$ cat src/rtl/addr_mode_sequencer_pkg.sv
// Shared mode codes, FSM state encoding and default build options for the operand/EA sequencer.
// Latency: none, declarations only.
// Backpressure: not applicable.
package addr_mode_sequencer_pkg;

    // Addressing-mode codes, identical to the ones the decoder emits; 10..15 are illegal
    typedef enum logic [3:0] {
        MODE_IMP   = 4'd0,
        MODE_IMM   = 4'd1,
        MODE_ZPG   = 4'd2,
        MODE_ZPG_X = 4'd3,
        MODE_ZPG_Y = 4'd4,
        MODE_ABS   = 4'd5,
        MODE_ABS_X = 4'd6,
        MODE_ABS_Y = 4'd7,
        MODE_IND_X = 4'd8,
        MODE_IND_Y = 4'd9
    } mode_e;

    typedef enum logic [2:0] {
        ST_IDLE   = 3'd0,
        ST_OP_LO  = 3'd1,
        ST_OP_HI  = 3'd2,
        ST_ZP_IDX = 3'd3,
        ST_PTR_LO = 3'd4,
        ST_PTR_HI = 3'd5,
        ST_FIX    = 3'd6,
        ST_DONE   = 3'd7
    } state_e;

    localparam bit DEF_ZP_WRAP      = 1'b1;
    localparam bit DEF_PAGE_PENALTY = 1'b1;
    localparam bit DEF_IDX_DUMMY    = 1'b1;

    function automatic logic mode_legal(input logic [3:0] m);
        return (m <= 4'd9);
    endfunction

    // Modes indexed by Y; every other indexed mode uses X
    function automatic logic mode_uses_y(input mode_e m);
        return (m == MODE_ZPG_Y) || (m == MODE_ABS_Y) || (m == MODE_IND_Y);
    endfunction

endpackage

$ cat src/rtl/addr_mode_sequencer_index_adder.sv
// 8+8 index adder shared by zero-page indexing, the IND_X pointer and the page-fix path.
// Latency: combinational.
// Backpressure: none, pure function of its inputs.
module ea_index_adder #(
    parameter bit ZP_WRAP = 1'b1
) (
    input  logic [7:0]  base,
    input  logic [7:0]  idx,
    output logic [7:0]  sum,
    output logic        carry,
    output logic [15:0] zp_ea
);

    logic [8:0] full;

    assign full  = {1'b0, base} + {1'b0, idx};
    assign sum   = full[7:0];
    assign carry = full[8];
    // Zero-page result either stays in page 0 or lets the carry spill into page 1
    assign zp_ea = ZP_WRAP ? {8'h00, full[7:0]} : {7'h00, full};

endmodule

$ cat src/rtl/addr_mode_sequencer.sv
// Operand-fetch / effective-address sequencer: walks operand and pointer bytes, returns a 16-bit EA.
// Latency: 1 (IMP) to 5 cycles from start to ea_valid, plus one cycle per rdy=0 cycle.
// Backpressure: rdy=0 freezes state and bus outputs, suppresses pc_inc and ea_valid; start ignored while busy.
module addr_mode_sequencer
    import addr_mode_sequencer_pkg::*;
#(
    parameter bit ZP_WRAP      = DEF_ZP_WRAP,
    parameter bit PAGE_PENALTY = DEF_PAGE_PENALTY,
    parameter bit IDX_DUMMY    = DEF_IDX_DUMMY
) (
    input  logic        clk,
    input  logic        res,
    input  logic        rdy,
    input  logic        start,
    input  logic [3:0]  mode,
    input  logic        force_fix,
    input  logic [7:0]  data_in,
    input  logic [7:0]  x_reg,
    input  logic [7:0]  y_reg,
    output logic        pc_inc,
    output logic        addr_src,
    output logic [15:0] addr_out,
    output logic [15:0] ea,
    output logic        ea_valid,
    output logic        page_cross,
    output logic        busy,
    output logic        illegal
);

    state_e      state_q, state_d;
    mode_e       mode_q;
    logic        force_q;
    logic [7:0]  x_q, y_q;
    logic [7:0]  lo_q, hi_q, ptr_q;
    logic [15:0] ea_q;
    logic        cross_q;
    logic        illegal_q;

    logic        launch, bad_mode;
    logic        lo_ld, hi_ld, ptr_ld, ea_ld;
    logic [7:0]  ptr_val;
    logic [15:0] ea_val;
    logic        cross_val;

    logic [7:0]  add_base, add_idx, add_sum;
    logic        add_carry;
    logic [15:0] add_zp_ea;
    logic        need_fix;
    logic [7:0]  ptr_next;
    logic [7:0]  hi_bus_adj, hi_reg_adj;

    // The index joins the fetched operand byte directly when there is no dummy cycle, else the latched low byte
    assign add_base = (state_q == ST_OP_LO) ? data_in : lo_q;
    assign add_idx  = mode_uses_y(mode_q) ? y_q : x_q;

    ea_index_adder #(.ZP_WRAP(ZP_WRAP)) u_adder (
        .base  (add_base),
        .idx   (add_idx),
        .sum   (add_sum),
        .carry (add_carry),
        .zp_ea (add_zp_ea)
    );

    assign need_fix   = force_q | (add_carry & PAGE_PENALTY);
    assign ptr_next   = ptr_q + 8'd1;
    assign hi_bus_adj = data_in + {7'h00, add_carry};
    assign hi_reg_adj = hi_q + {7'h00, add_carry};

    // State register
    always_ff @(posedge clk or posedge res) begin
        if (res) state_q <= ST_IDLE;
        else     state_q <= state_d;
    end

    // Next state, bus outputs and datapath load strobes; every load is gated by rdy
    always_comb begin
        state_d   = state_q;
        pc_inc    = 1'b0;
        addr_src  = 1'b0;
        addr_out  = 16'h0000;
        ea_valid  = 1'b0;
        launch    = 1'b0;
        bad_mode  = 1'b0;
        lo_ld     = 1'b0;
        hi_ld     = 1'b0;
        ptr_ld    = 1'b0;
        ptr_val   = 8'h00;
        ea_ld     = 1'b0;
        ea_val    = 16'h0000;
        cross_val = 1'b0;
        case (state_q)
            ST_IDLE: begin
                if (rdy && start) begin
                    if (mode_legal(mode)) begin
                        launch  = 1'b1;
                        // IMP has no address; ea keeps the previous result
                        state_d = (mode == MODE_IMP) ? ST_DONE : ST_OP_LO;
                    end else begin
                        bad_mode = 1'b1;
                    end
                end
            end
            ST_OP_LO: begin
                pc_inc = rdy;
                if (rdy) begin
                    lo_ld = 1'b1;
                    case (mode_q)
                        MODE_IMM, MODE_ZPG: begin
                            ea_ld   = 1'b1;
                            ea_val  = {8'h00, data_in};
                            state_d = ST_DONE;
                        end
                        MODE_ZPG_X, MODE_ZPG_Y: begin
                            if (IDX_DUMMY) begin
                                state_d = ST_ZP_IDX;
                            end else begin
                                ea_ld   = 1'b1;
                                ea_val  = add_zp_ea;
                                state_d = ST_DONE;
                            end
                        end
                        MODE_IND_X: begin
                            if (IDX_DUMMY) begin
                                state_d = ST_ZP_IDX;
                            end else begin
                                ptr_ld  = 1'b1;
                                ptr_val = add_sum;
                                state_d = ST_PTR_LO;
                            end
                        end
                        MODE_IND_Y: begin
                            ptr_ld  = 1'b1;
                            ptr_val = data_in;
                            state_d = ST_PTR_LO;
                        end
                        default: state_d = ST_OP_HI;
                    endcase
                end
            end
            ST_OP_HI: begin
                pc_inc = rdy;
                if (rdy) begin
                    hi_ld = 1'b1;
                    if (mode_q == MODE_ABS) begin
                        ea_ld   = 1'b1;
                        ea_val  = {data_in, lo_q};
                        state_d = ST_DONE;
                    end else if (need_fix) begin
                        state_d = ST_FIX;
                    end else begin
                        ea_ld     = 1'b1;
                        ea_val    = {hi_bus_adj, add_sum};
                        cross_val = add_carry;
                        state_d   = ST_DONE;
                    end
                end
            end
            ST_ZP_IDX: begin
                addr_src = 1'b1;
                addr_out = {8'h00, lo_q};
                if (rdy) begin
                    if (mode_q == MODE_IND_X) begin
                        ptr_ld  = 1'b1;
                        ptr_val = add_sum;
                        state_d = ST_PTR_LO;
                    end else begin
                        ea_ld   = 1'b1;
                        ea_val  = add_zp_ea;
                        state_d = ST_DONE;
                    end
                end
            end
            ST_PTR_LO: begin
                addr_src = 1'b1;
                addr_out = {8'h00, ptr_q};
                if (rdy) begin
                    lo_ld   = 1'b1;
                    state_d = ST_PTR_HI;
                end
            end
            ST_PTR_HI: begin
                addr_src = 1'b1;
                addr_out = {8'h00, ptr_next};
                if (rdy) begin
                    hi_ld = 1'b1;
                    if (mode_q == MODE_IND_X) begin
                        ea_ld   = 1'b1;
                        ea_val  = {data_in, lo_q};
                        state_d = ST_DONE;
                    end else if (need_fix) begin
                        state_d = ST_FIX;
                    end else begin
                        ea_ld     = 1'b1;
                        ea_val    = {hi_bus_adj, add_sum};
                        cross_val = add_carry;
                        state_d   = ST_DONE;
                    end
                end
            end
            ST_FIX: begin
                // Dummy read at the uncorrected address while the high byte is fixed up
                addr_src = 1'b1;
                addr_out = {hi_q, add_sum};
                if (rdy) begin
                    ea_ld     = 1'b1;
                    ea_val    = {hi_reg_adj, add_sum};
                    cross_val = add_carry;
                    state_d   = ST_DONE;
                end
            end
            ST_DONE: begin
                ea_valid = rdy;
                if (rdy) state_d = ST_IDLE;
            end
            default: state_d = ST_IDLE;
        endcase
    end

    // Launch context, fetched bytes, pointer and result registers
    always_ff @(posedge clk or posedge res) begin
        if (res) begin
            mode_q    <= MODE_IMP;
            force_q   <= 1'b0;
            x_q       <= 8'h00;
            y_q       <= 8'h00;
            lo_q      <= 8'h00;
            hi_q      <= 8'h00;
            ptr_q     <= 8'h00;
            ea_q      <= 16'h0000;
            cross_q   <= 1'b0;
            illegal_q <= 1'b0;
        end else begin
            illegal_q <= bad_mode;
            if (launch) begin
                mode_q  <= mode_e'(mode);
                force_q <= force_fix;
                x_q     <= x_reg;
                y_q     <= y_reg;
            end
            if (lo_ld)  lo_q  <= data_in;
            if (hi_ld)  hi_q  <= data_in;
            if (ptr_ld) ptr_q <= ptr_val;
            if (ea_ld) begin
                ea_q    <= ea_val;
                cross_q <= cross_val;
            end
        end
    end

    assign ea         = ea_q;
    assign page_cross = cross_q & ea_valid;
    assign busy       = (state_q != ST_IDLE);
    assign illegal    = illegal_q;

endmodule

$ cat config.mk
export PLATFORM = sky130hd
export DESIGN_NAME = addr_mode_sequencer
export DESIGN_NICKNAME = d
export VERILOG_FILES = /design/src/rtl/addr_mode_sequencer_pkg.sv /design/src/rtl/addr_mode_sequencer_index_adder.sv /design/src/rtl/addr_mode_sequencer.sv
export SDC_FILE = /design/constraint.sdc
export NUM_CORES = 1
export LEC_CHECK = 0
export CORE_MARGIN = 5
export CORE_UTILIZATION = 56
export DETAILED_ROUTE_END_ITERATION = 8
export DONT_BUFFER_PORTS = 1
export PLACE_DENSITY = 0.7
export SYNTH_ARGS = -nofsm -noshare
export SYNTH_HDL_FRONTEND = slang
export SYNTH_SLANG_ARGS = --single-unit
$ cat constraint.sdc
create_clock -name clk -period 6 [get_ports clk]
set_input_delay 0.6 -clock clk [delete_from_list [all_inputs] [get_ports clk]]
set_output_delay 0.6 -clock clk [all_outputs]
set_load 0.02 [all_outputs]
* Word level (Yosys, flattened, before mapping)
Cells that the tools add are included.
Cells by class: bitwise logic cells 2, reductions and logical operators 13, mux-type cells 69, add/sub/neg operators 4, order comparisons 1, eq/ne operators 24
Operators by type and width (number):
- $mux W16 | 6
- $mux W8 | 10
- $pmux W16 S5 | 1
- $pmux W16 S4 | 1
- $mux W1 | 33
- $mux W3 | 11
- $pmux W3 S8 | 1
- $ne A2 B2 Y1 const B | 9
- $add A8 B1 Y8 | 2
- $pmux W8 S2 | 1
- $eq A3 B3 Y1 const B | 4
- $eq A4 B3 Y1 const B | 3
- $add A8 B8 Y9 | 1
- $pmux W3 S3 | 1
- $reduce_and A9 Y1 | 1
- $add A8 B1 Y8 const B | 1
- $eq A4 B2 Y1 const B | 2
- $eq A4 B4 Y1 const B | 2
- $reduce_or A2 Y1 | 4
- $eq A3 B2 Y1 const B | 2
- $pmux W1 S5 | 1
- $eq A4 B1 Y1 const B | 1
- $le A4 B4 Y1 const B | 1
- $logic_not A4 Y1 | 1
- 12 further kinds | 13
Storage, ports and cells: register bits 66, word-level logic and storage cells 124

* Longest topological paths before layout
Gate-level depths: netlist of the first run.
depth in word-level cells 10, depth in mapped cells 21

* By module
A second synthesis of the first run with hierarchy kept.
Unflattened totals: cells, all modules 493, area total of the unflattened synthesis 4839.6 µm²
By module, submodules not included:
- addr_mode_sequencer | sequential area each 1651.6 µm², area each 4364.2 µm², cells each 432, instances 1
- ea_index_adder | sequential area each 0.0 µm², area each 475.5 µm², cells each 61, instances 1

* Least setup slack after synthesis of the first run
Ideal clock, no wire load.
path kind register -> register, start reg state_q[1], end reg ea_q[15], in the netlist ea[15], stages on the path, launching flop included 21, buffers on the path 3, arrival time 3.874 ns, setup slack 2.001 ns, path through dfrtp_1 buf_2 clkbuf_1 nor2_1 clkbuf_1 mux2_2 ha_1 inv_1 fa_1 nor2b_1 o2111ai_2 a21oi_1 o21ai_0 nand2b_1 ha_1 and3_1 nand3_1 nor2_1 xnor2_1 o221ai_1 mux2_2
Between the ends: cells in the longest elaborated chain, start to end 8
Ends and longest elaborated chain:
- start: declaration | RTL line addr_mode_sequencer.sv:30 | state_e state_q, state_d;
- start signal: assignment | RTL line addr_mode_sequencer.sv:72 | else state_q <= state_d;
- $eq A3 B1 Y1 | RTL line addr_mode_sequencer.sv:53, addr_mode_sequencer.sv:91
- $mux W8 | RTL line addr_mode_sequencer.sv:53 | assign add_base = (state_q == ST_OP_LO) ? data_in : lo_q;
- $add A8 B8 Y9 | RTL line addr_mode_sequencer_index_adder.sv:16 | assign full = {1'b0, base} + {1'b0, idx};
- $add A8 B1 Y8 / $or A1 B1 Y1 (equally long branches) | RTL line addr_mode_sequencer.sv:66, addr_mode_sequencer.sv:64
- $mux W16 / $mux W1 (equally long branches) | RTL line addr_mode_sequencer.sv:148, addr_mode_sequencer.sv:190
- $mux W16 (tied with other cells) | RTL line addr_mode_sequencer.sv:186 | if (mode_q == MODE_IND_X) begin
- $mux W16 (tied with other cells) | RTL line addr_mode_sequencer.sv:184 | if (rdy) begin
- $pmux W16 S5 / $pmux W1 S5 (equally long branches) | RTL line addr_mode_sequencer.sv:91 | case (state_q)
- end signal: assignment | RTL line addr_mode_sequencer.sv:244 | ea_q <= ea_val;
- end: declaration | RTL line addr_mode_sequencer.sv:35 | logic [15:0] ea_q;
Parallel ways exist; a longest one is shown, timed or not. A chain may end at the register's enable or synchronous reset.

* Worst setup path after layout of the first run
start reg mode_q[2], end out addr_out[7]
Between the ends: cells in the longest elaborated chain, start to end 6
Ends and longest elaborated chain:
- start: declaration | RTL line addr_mode_sequencer.sv:31 | mode_e mode_q;
- start signal: assignment | RTL line addr_mode_sequencer.sv:235 | mode_q <= mode_e'(mode);
- $eq A4 B3 Y1 | RTL line addr_mode_sequencer_pkg.sv:41 | return (m == MODE_ZPG_Y) || (m == MODE_ABS_Y) || (m == MODE_IND_Y);
- $logic_or A1 B1 Y1 | RTL line addr_mode_sequencer_pkg.sv:41
- $logic_or A1 B1 Y1 * | RTL line addr_mode_sequencer_pkg.sv:41
- $mux W8 * | RTL line addr_mode_sequencer.sv:54 | assign add_idx = mode_uses_y(mode_q) ? y_q : x_q;
- $add A8 B8 Y9 * | RTL line addr_mode_sequencer_index_adder.sv:16
- $pmux W16 S4 * | RTL line addr_mode_sequencer.sv:91
- end: declaration | RTL line addr_mode_sequencer.sv:22 | output logic [15:0] addr_out,
Every way passes the cells marked *; elsewhere a longest branch is shown, timed or not.

==> results.sh, run 1 <==
export IMPL_status="finished, final reports clean"
export IMPL_portBuffers=0
export IMPL_fin_crit_sh=0.781
export IMPL_r2r_end="ea[12]$_DFFE_PP0P_"
export IMPL_worstPathArrival_ns=4.09
export IMPL_antenna_found_initial=0
export IMPL_synth_fa_ha_area_frac=0.0422
export IMPL_fmax_mhz=213
export IMPL_worst_pin_slew_ns=0.967
export IMPL_initial_utilization=0.566
export IMPL_ys_warn_count=0
export IMPL_postCtsSetupRepairBufs=0
export IMPL_synth_simple_area_share=0.140
export IMPL_drt_pass1_iterations=5
export IMPL_path_clk_slew_ns=0.08
export IMPL_antenna_left=0
export IMPL_wl_per_cell_um=22.1
export IMPL_endpoint_kind="output pin"
export IMPL_cellPowerDensity_nw_per_um2=578
export IMPL_route_detailed_drc=0
export IMPL_cp_start_kind="flip-flop"
export IMPL_synth_top_family_by_area="compound AO/OA/AOI/OAI gates"
export IMPL_ys_types=57
export IMPL_drive_gt1_frac=0.219
export IMPL_postSynthNetCount=482
export IMPL_nets=471
export IMPL_r2r_start="state_q[2]$_DFFE_PP0P_"
export IMPL_crit_chain="nor3b_1 > and2_1 > a31oi_2 > mux2_2 > ha_1 > a211oi_1 > o21ai_0 > a31oi_1 > xor2_1 > o221ai_1"
export IMPL_synth_compound_area_frac=0.176
export IMPL_hold_viol_final=0
export IMPL_clock_insertion_delay_worst_skew_ns=0.34
export IMPL_cts_tree="done"
export IMPL_synth_async_sr_flop_share=1.00
export IMPL_drt_iter0_markers=308
export IMPL_grt_use_total=0.250
export IMPL_cts_root_buf="clkbuf_8"
export IMPL_core_region_area_um2=7650
export IMPL_pin_count=71
export IMPL_avgSynthCellArea_um2=9.96
export IMPL_placedCellCount=515
export IMPL_ys_top_cells_by_area="dfrtp_1 38%, mux2_2 17%, o21ai_0 3.8%, ha_1 3.8%, xor2_1 3.0%"
export IMPL_drv_cap=0
export IMPL_setup_viol=0
export IMPL_synth_largest_area_cell="dfrtp_1"
export IMPL_worstPathRequired_ns=5.40
export IMPL_fp_row_count=32
export IMPL_utilization=0.597
export IMPL_rsz0062_at_grt="no"
export IMPL_cts_resized=0
export IMPL_reg2reg_depth=19
export IMPL_slew_viol_final=0
export IMPL_die_y_um=98.0
export IMPL_diodes=0
export IMPL_yosys_area_share_xor_xnor=0.0546
export IMPL_r2r_setup_slack_ns=1.45
export IMPL_cts_num_sinks=66
export IMPL_fin_skew_ns=0.0116
export IMPL_syn_to_final_growth_pct=5.37
export IMPL_fin_cells=531
export IMPL_leakage_uw=0.00196
export IMPL_hold_path_class="primary input to asynchronous set/reset pin"
export IMPL_cp_slowest_cell="dfrtp_1"
export IMPL_vias=3547
export IMPL_dieArea_um2=9590
export IMPL_max_slew_margin_rel=0.352
export IMPL_routed_wirelength_mm=11.7
export IMPL_yosysSeqAreaShare=0.381
export IMPL_synth_top_area_share=0.381
export IMPL_path_max_fanout=8
export IMPL_whs_ns=0.189
export IMPL_synth_mux_area_frac=0.169
export IMPL_place_gp_congestion=0.968
export IMPL_ir_drop_mv=0.222
export IMPL_gr_total_overflow=0
export IMPL_grt_max_degree=40
export IMPL_via_per_inst=6.68
export IMPL_timing_setup_tns_ns=0
export IMPL_synth_ff_type="dfrtp_1"
export IMPL_fp_dieW_um=98.0
export IMPL_htree_levels=3
export IMPL_syn_inst=435
export IMPL_period_minus_slack_ns=4.69
export IMPL_critPathMaxStageDelay_ns=0.56
export IMPL_synth_seq_cells=66
export IMPL_syn_area_um2=4330
export IMPL_synth_edff_count=0
export IMPL_grt_pass1_vias=3562
export IMPL_path_class="flip-flop to output pin"
export IMPL_grt_pass1_wl_mm=19.3
export IMPL_clock_path_buffers=2
export IMPL_holdBufCountCts=0
export IMPL_cts_made_buffers=9
export IMPL_dp_hpwl_mm=8.63
-- flip-flops by register name, indices dropped and copies added (netlist names) --
| signal | count |
|---|---|
| cross_q | 1 |
| lo_q | 8 |
| hi_q | 8 |
| illegal | 1 |
| ptr_q | 8 |
| force_q | 1 |
| y_q | 8 |
| state_q | 3 |
| x_q | 8 |
| ea | 16 |
| mode_q | 4 |
-- logic make-up (layout without fill, tap and decap cells) --
group           Yosys count  in the layout
compound gates          111            111
flops                    66             66
fa+ha+maj                14             14
xor+xnor                 27             27
simple gates            113            113
buf+inv                  39             33
mux                      65             65
-- cell type report --
cell class,instances,area [um^2]
fill,656,3080
multi-input combinational,330,2520
sequential,66,1650
clock buffer,12,155
tap,102,128
inverter,12,45.0
timing repair buffer,5,37.5
clock inverter,4,26.3
-- per-stage QoR --
stage | power (uW) | cell area (um^2) | setup WS, ns
2_1_floorplan | 1910 | 4330 | 2.00
3_3_place_gp | 2240 | 4380 | 1.66
3_5_place_dp | 2250 | 4380 | 1.54
4_1_cts | 2620 | 4560 | 1.36
5_1_grt | 2820 | 4560 | 1.06
6_report | 2640 | 4560 | 1.31
-- synth_stat cells (2+ instances only) --
master	instances
nand2b_1	5
a41oi_1	2
o21ai_0	33
nor2b_1	4
nand4_1	5
nor3b_1	4
xor2_1	15
clkbuf_1	17
buf_2	5
and3_1	17
nor3_1	3
a22o_1	5
o221ai_1	3
a32oi_1	9
xnor2_1	12
mux2_2	64
and2_1	4
inv_1	11
o211ai_1	2
buf_1	3
a32o_1	3
nor2_1	22
a21oi_1	13
dfrtp_1	66
nand3_1	13
nand2_1	28
a22oi_1	17
o22ai_1	6
ha_1	13
a31oi_1	4
-- worst max-delay path by stage --
stage / start / endpoint / cells after the start
2_1_floorplan: state_q[1]$_DFFE_PP0P_ / ea[15]$_DFFE_PP0P_ / 20
3_3_place_gp: state_q[2]$_DFFE_PP0P_ / ea[15]$_DFFE_PP0P_ / 19
3_5_place_dp: state_q[2]$_DFFE_PP0P_ / ea[14]$_DFFE_PP0P_ / 19
4_1_cts: mode_q[2]$_DFFE_PP0P_ / addr_out[7] / 10
5_1_grt: state_q[2]$_DFFE_PP0P_ / ea[12]$_DFFE_PP0P_ / 19
6_report: mode_q[2]$_DFFE_PP0P_ / addr_out[7] / 10
-- critical path, delay by kind of cell, from the launching register on --
family,cells,cell delay [ns]
muxes,1,0.41
and+or+nand+nor,2,0.37
DFF,1,0.56
xor gates and xnor gates,1,0.39
adders and majority gates,1,0.27
AOI/OAI and AO/OA,5,1.75
-- where the power goes --
part           switching (uW)  total (uW)  leakage [uW]  internal (uW)
Sequential                212         821      0.000849            609
Combinational             889        1460       0.00102            576
Clock                     179         352     0.0000924            172
Total                    1280        2640       0.00196           1360
-- per-layer routing --
layer  vias up  GRT usage  routed length, um
li1       1592          -                  -
met1      1721      0.339               4970
met2       200      0.374               5270
met3        34     0.0807               1210
met4         0     0.0905                295
met5         -          0                  0
-- cells in the final DEF, fill, tap and decap left out, drive strengths merged, types with 6 or more instances in the layout --
master   n
mux2    64
ha      13
xor2    15
nand2   29
and3    17
inv     11
dfrtp   66
nor2    22
a21oi   13
clkbuf  12
xnor2   12
o21ai   33
o22ai    6
a32oi    9
nand3   13
a22oi   17
Power figures use the tool's default switching activity.
==> inputs of run 2 (changes only) <==
--- a/config.mk
+++ b/config.mk
@@ -9,7 +9,7 @@
 export CORE_UTILIZATION = 56
 export DETAILED_ROUTE_END_ITERATION = 8
 export DONT_BUFFER_PORTS = 1
-export PLACE_DENSITY = 0.7
+export PLACE_DENSITY = 0.73
 export SYNTH_ARGS = -nofsm -noshare
 export SYNTH_HDL_FRONTEND = slang
 export SYNTH_SLANG_ARGS = --single-unit
==> constraint.sdc (replaced) <==
create_clock -name clk -period 4.09 [get_ports clk]
set_input_delay 0.409 -clock clk [delete_from_list [all_inputs] [get_ports clk]]
set_output_delay 0.409 -clock clk [all_outputs]
set_load 0.02 [all_outputs]
==> run 2 against run 1 <==
Net effect: count of clock-buffer cells in the layout decreased by 3; non-clock buffer count grew 15; sequential cell count unchanged; clock skew shrank 0.0020 ns; critical path depth increased by 9; final cell count is 2.8% higher; total power up 56%; final area rose by 4.9%; via count rose by 0.87%; critical endpoint is now ea[12]$_DFFE_PP0P_; highest routed layer unchanged.
==> results.sh, run 2 (same netlist as run 1, synthesis figures left out) <==
export IMPL_status="finished, final reports clean"
export IMPL_grt_pass1_vias=3580
export IMPL_setup_slack_ns=0.0797
export IMPL_path_class="flip-flop to flip-flop"
export IMPL_routed_wirelength_mm=12.1
export IMPL_route_detailed_drc=0
export IMPL_drt_pass1_iterations=5
export IMPL_diodes=0
export IMPL_portBuffers=0
export IMPL_drive_gt1_frac=0.288
export IMPL_slew_viol_final=0
export IMPL_cts_num_sinks=66
export IMPL_place_gp_congestion=0.952
export IMPL_cts_root_buf="clkbuf_8"
export IMPL_fp_row_count=32
export IMPL_cellPowerDensity_nw_per_um2=858
export IMPL_dp_hpwl_mm=8.75
export IMPL_die_y_um=98.0
export IMPL_via_per_inst=6.55
export IMPL_holdBufCountCts=0
export IMPL_whs_ns=0.0268
export IMPL_timing_setup_tns_ns=0
export IMPL_ir_drop_mv=0.445
export IMPL_worst_pin_slew_ns=0.997
export IMPL_gr_total_overflow=0
export IMPL_antenna_left=0
export IMPL_fin_crit_sh=0.981
export IMPL_reg2reg_depth=19
export IMPL_dieArea_um2=9590
export IMPL_antenna_found_initial=0
export IMPL_initial_utilization=0.566
export IMPL_nets=486
export IMPL_r2r_setup_slack_ns=0.08
export IMPL_setup_viol=0
export IMPL_clock_path_buffers=2
export IMPL_wl_per_cell_um=22.1
export IMPL_hold_viol_final=0
export IMPL_r2r_end="ea[12]$_DFFE_PP0P_"
export IMPL_drt_iter0_markers=292
export IMPL_path_max_fanout=6
export IMPL_met2_usage=0.393
export IMPL_cts_tree="done"
export IMPL_fp_dieW_um=98.0
export IMPL_clock_insertion_delay_worst_skew_ns=0.35
export IMPL_grtUsageMet1=0.353
export IMPL_drv_cap=0
export IMPL_vias=3578
export IMPL_period_minus_slack_ns=4.01
export IMPL_syn_to_final_growth_pct=10.5
export IMPL_pin_count=71
export IMPL_grt_pass1_wl_mm=19.4
export IMPL_place_area_um2=4470
export IMPL_mostFrequentLayoutCells="64 x mux2_2, 64 x dfrtp_1, 32 x o21ai_0"
export IMPL_endpoint_kind="flip-flop"
export IMPL_grt_use_total=0.255
export IMPL_cp_start_kind="flip-flop"
export IMPL_cts_made_buffers=9
export IMPL_place_ws_ns=-0.0177
export IMPL_gr_usage_met3=0.0821
export IMPL_fmax_mhz=249
export IMPL_hold_path_class="primary input to asynchronous set/reset pin"
export IMPL_r2r_start="mode_q[1]$_DFFE_PP0P_"
export IMPL_htree_levels=3
export IMPL_max_slew_margin_rel=0.332
export IMPL_stdcell_area_um2=4790
export IMPL_fillers=628
export IMPL_fin_skew_ns=0.00961
export IMPL_worstPathArrival_ns=4.25
export IMPL_path_clk_slew_ns=0.08
export IMPL_grt_max_degree=40
export IMPL_core_region_area_um2=7650
export IMPL_worstPathRequired_ns=4.33
export IMPL_largest_reg_flops=16
export IMPL_leakage_uw=0.00205
export IMPL_busiest_layer="met2"
-- run 2: layout make-up --
cell class	count	area [um^2]	share of cell area
inverter	12	45.0	0.00941
clock inverter	7	76.3	0.0159
sequential	66	1650	0.345
timing repair buffer	20	154	0.0321
clock buffer	9	124	0.0259
tap	102	128	0.0267
multi-input combinational	330	2610	0.545
-- run 2: worst max-delay path: stages (launching register included) --
cell and delay, ns:
dfrtp_2 0.49, nor3b_2 0.25, and2_4 0.20, a31oi_4 0.05
mux2_2 0.24, ha_2 0.18, inv_1 0.06, fa_2 0.37
nor2b_4 0.14, o2111ai_2 0.17, a21oi_2 0.23, o21ai_1 0.08
nand2b_1 0.19, ha_2 0.22, ha_1 0.20, nand3_2 0.13
xnor2_1 0.16, a22oi_1 0.14, o21ai_0 0.13, mux2_2 0.28
-- run 2: power breakdown --
part / leakage [uW] / internal, uW / switching [uW]
combinational: 0.00110 / 973 / 1370
sequential: 0.000846 / 895 / 304
clock: 0.0000962 / 285 / 282
total: 0.00205 / 2150 / 1950
-- run 2: metrics by stage --
step | util | std cells | power, uW
after floorplan | - | 435 | 2800
after global placement | 0.585 | 527 | 3360
after detailed placement | 0.585 | 527 | 3400
after CTS | 0.613 | 543 | 3990
after global routing | 0.626 | 546 | 4390
final | 0.626 | 546 | 4110
-- run 2: worst max path at each step --
stage | startpoint | end | depth (start not counted)
2_1_floorplan | state_q[1]$_DFFE_PP0P_ | ea[15]$_DFFE_PP0P_ | 20
3_3_place_gp | mode_q[1]$_DFFE_PP0P_ | ea[13]$_DFFE_PP0P_ | 18
3_5_place_dp | mode_q[1]$_DFFE_PP0P_ | ea[14]$_DFFE_PP0P_ | 19
4_1_cts | mode_q[3]$_DFFE_PP0P_ | ea[12]$_DFFE_PP0P_ | 18
5_1_grt | mode_q[1]$_DFFE_PP0P_ | ea[12]$_DFFE_PP0P_ | 19
6_report | mode_q[1]$_DFFE_PP0P_ | ea[12]$_DFFE_PP0P_ | 19
-- run 2: repair_timing --
item                       in CTS  in global routing
setup endpoints to repair       4                  8
setup buffers                   0                  3
pin swaps                       0                  3
gates cloned                    0                  0
gates resized for setup         3                 20
-- run 2: metal layers --
| metal | vias up | wire (um) |
|---|---|---|
| li1 | 1628 | - |
| met1 | 1778 | 5180 |
| met2 | 157 | 5590 |
| met3 | 15 | 1130 |
| met4 | 0 | 166 |
| met5 | - | 0 |
==> inputs of run 3 (changes only) <==
--- a/config.mk
+++ b/config.mk
@@ -9,7 +9,7 @@
 export CORE_UTILIZATION = 56
 export DETAILED_ROUTE_END_ITERATION = 8
 export DONT_BUFFER_PORTS = 1
-export PLACE_DENSITY = 0.73
+export PLACE_DENSITY = 0.7
 export SYNTH_ARGS = -nofsm -noshare
 export SYNTH_HDL_FRONTEND = slang
 export SYNTH_SLANG_ARGS = --single-unit
==> constraint.sdc (replaced) <==
create_clock -name clk -period 5 [get_ports clk]
set_input_delay 0.5 -clock clk [delete_from_list [all_inputs] [get_ports clk]]
set_output_delay 0.5 -clock clk [all_outputs]
set_load 0.02 [all_outputs]
==> run 3 against run 2 <==
Net effect: total power is 24% lower; sequential power shrank 17%; register-to-register slack better by 0.48 ns; critical path depth down 9; die area is the same; final area down 5.1%; count of clock-buffer cells in the layout unchanged; sequential share of layout area grew 1.8 points; setup slack improved by 0.45 ns; non-clock buffer count decreased by 13; clock power is 35% lower; first-iteration DRC count grew 6.2%; largest cell class unchanged.
==> results.sh, run 3 (same netlist as run 1, synthesis figures left out) <==
export IMPL_status="finished, final reports clean"
export IMPL_vias=3480
export IMPL_path_class="flip-flop to output pin"
export IMPL_layout_cells_most_common="dfrtp_1"
export IMPL_dieArea_um2=9590
export IMPL_leakage_uw=0.00196
export IMPL_nets=473
export IMPL_hold_viol_final=0
export IMPL_mostFrequentLayoutCells="66 x dfrtp_1, 64 x mux2_2, 33 x o21ai_0"
export IMPL_multi_input_area_um2=2520
export IMPL_crit_family="compound AO/OA/AOI/OAI gates"
export IMPL_antenna_left=0
export IMPL_largest_reg_flops=16
export IMPL_worst_pin_slew_ns=0.983
export IMPL_r2r_setup_slack_ns=0.56
export IMPL_cts_resized=0
export IMPL_drv_cap=0
export IMPL_pwr_share_comb=0.565
export IMPL_reg2reg_depth=19
export IMPL_cts_made_buffers=9
export IMPL_fin_crit_sh=0.893
export IMPL_cts_root_buf="clkbuf_8"
export IMPL_ir_drop_mv=0.370
export IMPL_cp_slowest_cell="dfrtp_1"
export IMPL_diodes=0
export IMPL_drt_pass1_iterations=5
export IMPL_path_max_fanout=8
export IMPL_regArea_um2=1650
export IMPL_cp_depth=10
export IMPL_whs_ns=0.279
export IMPL_fp_dieW_um=98.0
export IMPL_via_per_inst=6.57
export IMPL_net_switching_power_uw=1510
export IMPL_cp_start_kind="flip-flop"
export IMPL_fp_row_count=32
export IMPL_clock_path_buffers=2
export IMPL_htree_levels=3
export IMPL_drive_gt1_frac=0.220
export IMPL_fin_skew_ns=0.0111
export IMPL_setup_viol=0
export IMPL_endpoint_kind="output pin"
export IMPL_holdBufCountCts=0
export IMPL_crit_buf_inv=0
export IMPL_critPathMaxStageDelay_ns=0.55
export IMPL_cts_num_sinks=66
export IMPL_core_region_area_um2=7650
export IMPL_grt_pass1_wl_mm=18.5
export IMPL_intPower_uw=1610
export IMPL_timing_setup_tns_ns=0
export IMPL_power_share_switching=0.485
export IMPL_fmax_mhz=224
export IMPL_worstPathRequired_ns=4.50
export IMPL_antenna_found_initial=0
export IMPL_hold_path_class="primary input to asynchronous set/reset pin"
export IMPL_postCtsSetupRepairBufs=0
export IMPL_wl_per_cell_um=21.6
export IMPL_crit_chain="nor3b_1 > and2_1 > a31oi_2 > mux2_2 > ha_1 > a211oi_1 > o21ai_0 > a31oi_1 > xor2_1 > o221ai_1"
export IMPL_rsz0062_at_grt="no"
export IMPL_clockPowerShare=0.118
export IMPL_fillers=651
export IMPL_initial_utilization=0.566
export IMPL_cts_tree="done"
export IMPL_place_gp_congestion=0.920
export IMPL_r2r_start="mode_q[2]$_DFFE_PP0P_"
export IMPL_gr_total_overflow=0
export IMPL_grt_pass1_vias=3339
export IMPL_grt_max_degree=67
export IMPL_path_clk_slew_ns=0.07
export IMPL_routed_wirelength_mm=11.4
export IMPL_worstPathArrival_ns=3.97
export IMPL_pin_count=71
export IMPL_dp_hpwl_mm=8.23
export IMPL_period_minus_slack_ns=4.47
export IMPL_grt_use_total=0.242
export IMPL_die_y_um=98.0
export IMPL_r2r_end="ea[15]$_DFFE_PP0P_"
export IMPL_syn_to_final_growth_pct=4.91
export IMPL_route_detailed_drc=0
export IMPL_drt_iter0_markers=310
export IMPL_max_slew_margin_rel=0.342
export IMPL_cellPowerDensity_nw_per_um2=686
export IMPL_portBuffers=0
export IMPL_slew_viol_final=0
export IMPL_clock_insertion_delay_worst_skew_ns=0.35
export IMPL_p_seq_frac=0.318
run 3: changes by cell type in the layout (fill, tap and decap cells not counted), sizes merged:
cell / before / now
buf: 20 / 7
inv: 13 / 11
bufinv: 1 / 0
clkinv: 3 / 4
clkinvlp: 2 / 1
run 3: worst max-delay path by stage:
stage	startpoint	end	slack, ns
2_1_floorplan	state_q[1]$_DFFE_PP0P_	ea[15]$_DFFE_PP0P_	1.00
6_report	mode_q[2]$_DFFE_PP0P_	addr_out[7]	0.53
3_3_place_gp	mode_q[2]$_DFFE_PP0P_	ea[15]$_DFFE_PP0P_	0.79
5_1_grt	mode_q[2]$_DFFE_PP0P_	ea[14]$_DFFE_PP0P_	0.19
4_1_cts	mode_q[2]$_DFFE_PP0P_	addr_out[7]	0.57
3_5_place_dp	mode_q[2]$_DFFE_PP0P_	ea[15]$_DFFE_PP0P_	0.64
run 3: worst register-to-register path: stages (launching register included):
cell and delay (ns):
dfrtp_1 0.55, nor3b_1 0.11, and2_1 0.26, a31oi_2 0.47, mux2_2 0.26, ha_1 0.16
inv_1 0.05, fa_1 0.39, nor2b_1 0.18, o2111ai_2 0.19, a21oi_1 0.20, o21ai_0 0.09
nand2b_1 0.17, ha_1 0.21, and3_1 0.20, nand3_1 0.12, nor2_1 0.16, xnor2_1 0.13
o221ai_1 0.13, mux2_2 0.28
run 3: power groups by stage:
| stage | Sequential [uW] | Clock, uW | Combinational (uW) |
|---|---|---|---|
| 6_report | 990 | 368 | 1760 |
| 3_3_place_gp | 984 | 0 | 1710 |
| 4_1_cts | 982 | 378 | 1740 |
| 3_5_place_dp | 991 | 0 | 1730 |
| 5_1_grt | 1010 | 402 | 1920 |
| 2_1_floorplan | 905 | 0 | 1380 |
run 3: area by class of cell:
type / instances / area share
clock inverters: 4 / 0.00496
repair buffers: 7 / 0.0116
well taps: 102 / 0.0281
clock buffers: 9 / 0.0273
inverters: 12 / 0.00991
flip-flops and latches: 66 / 0.363
multi-input cells: 330 / 0.555
run 3: per-layer routing:
metal | track usage | vias to the layer above | share of wire
li1 | - | 1597 | -
met1 | 0.364 | 1657 | 0.43
met2 | 0.342 | 209 | 0.45
met3 | 0.0593 | 17 | 0.10
met4 | 0.0735 | 0 | 0.014
met5 | 0 | - | 0
run 3: per-stage QoR:
stage               worst slack, ns  cells  power, uW  utilization  cell area, um^2
detailed placement            0.641    517       2720        0.575             4400
floorplan                      1.00    435       2290            -             4330
CTS                           0.569    530       3100        0.594             4540
finish                        0.533    530       3120        0.594             4540
global route                  0.191    530       3340        0.594             4540
global placement              0.792    517       2690        0.575             4400
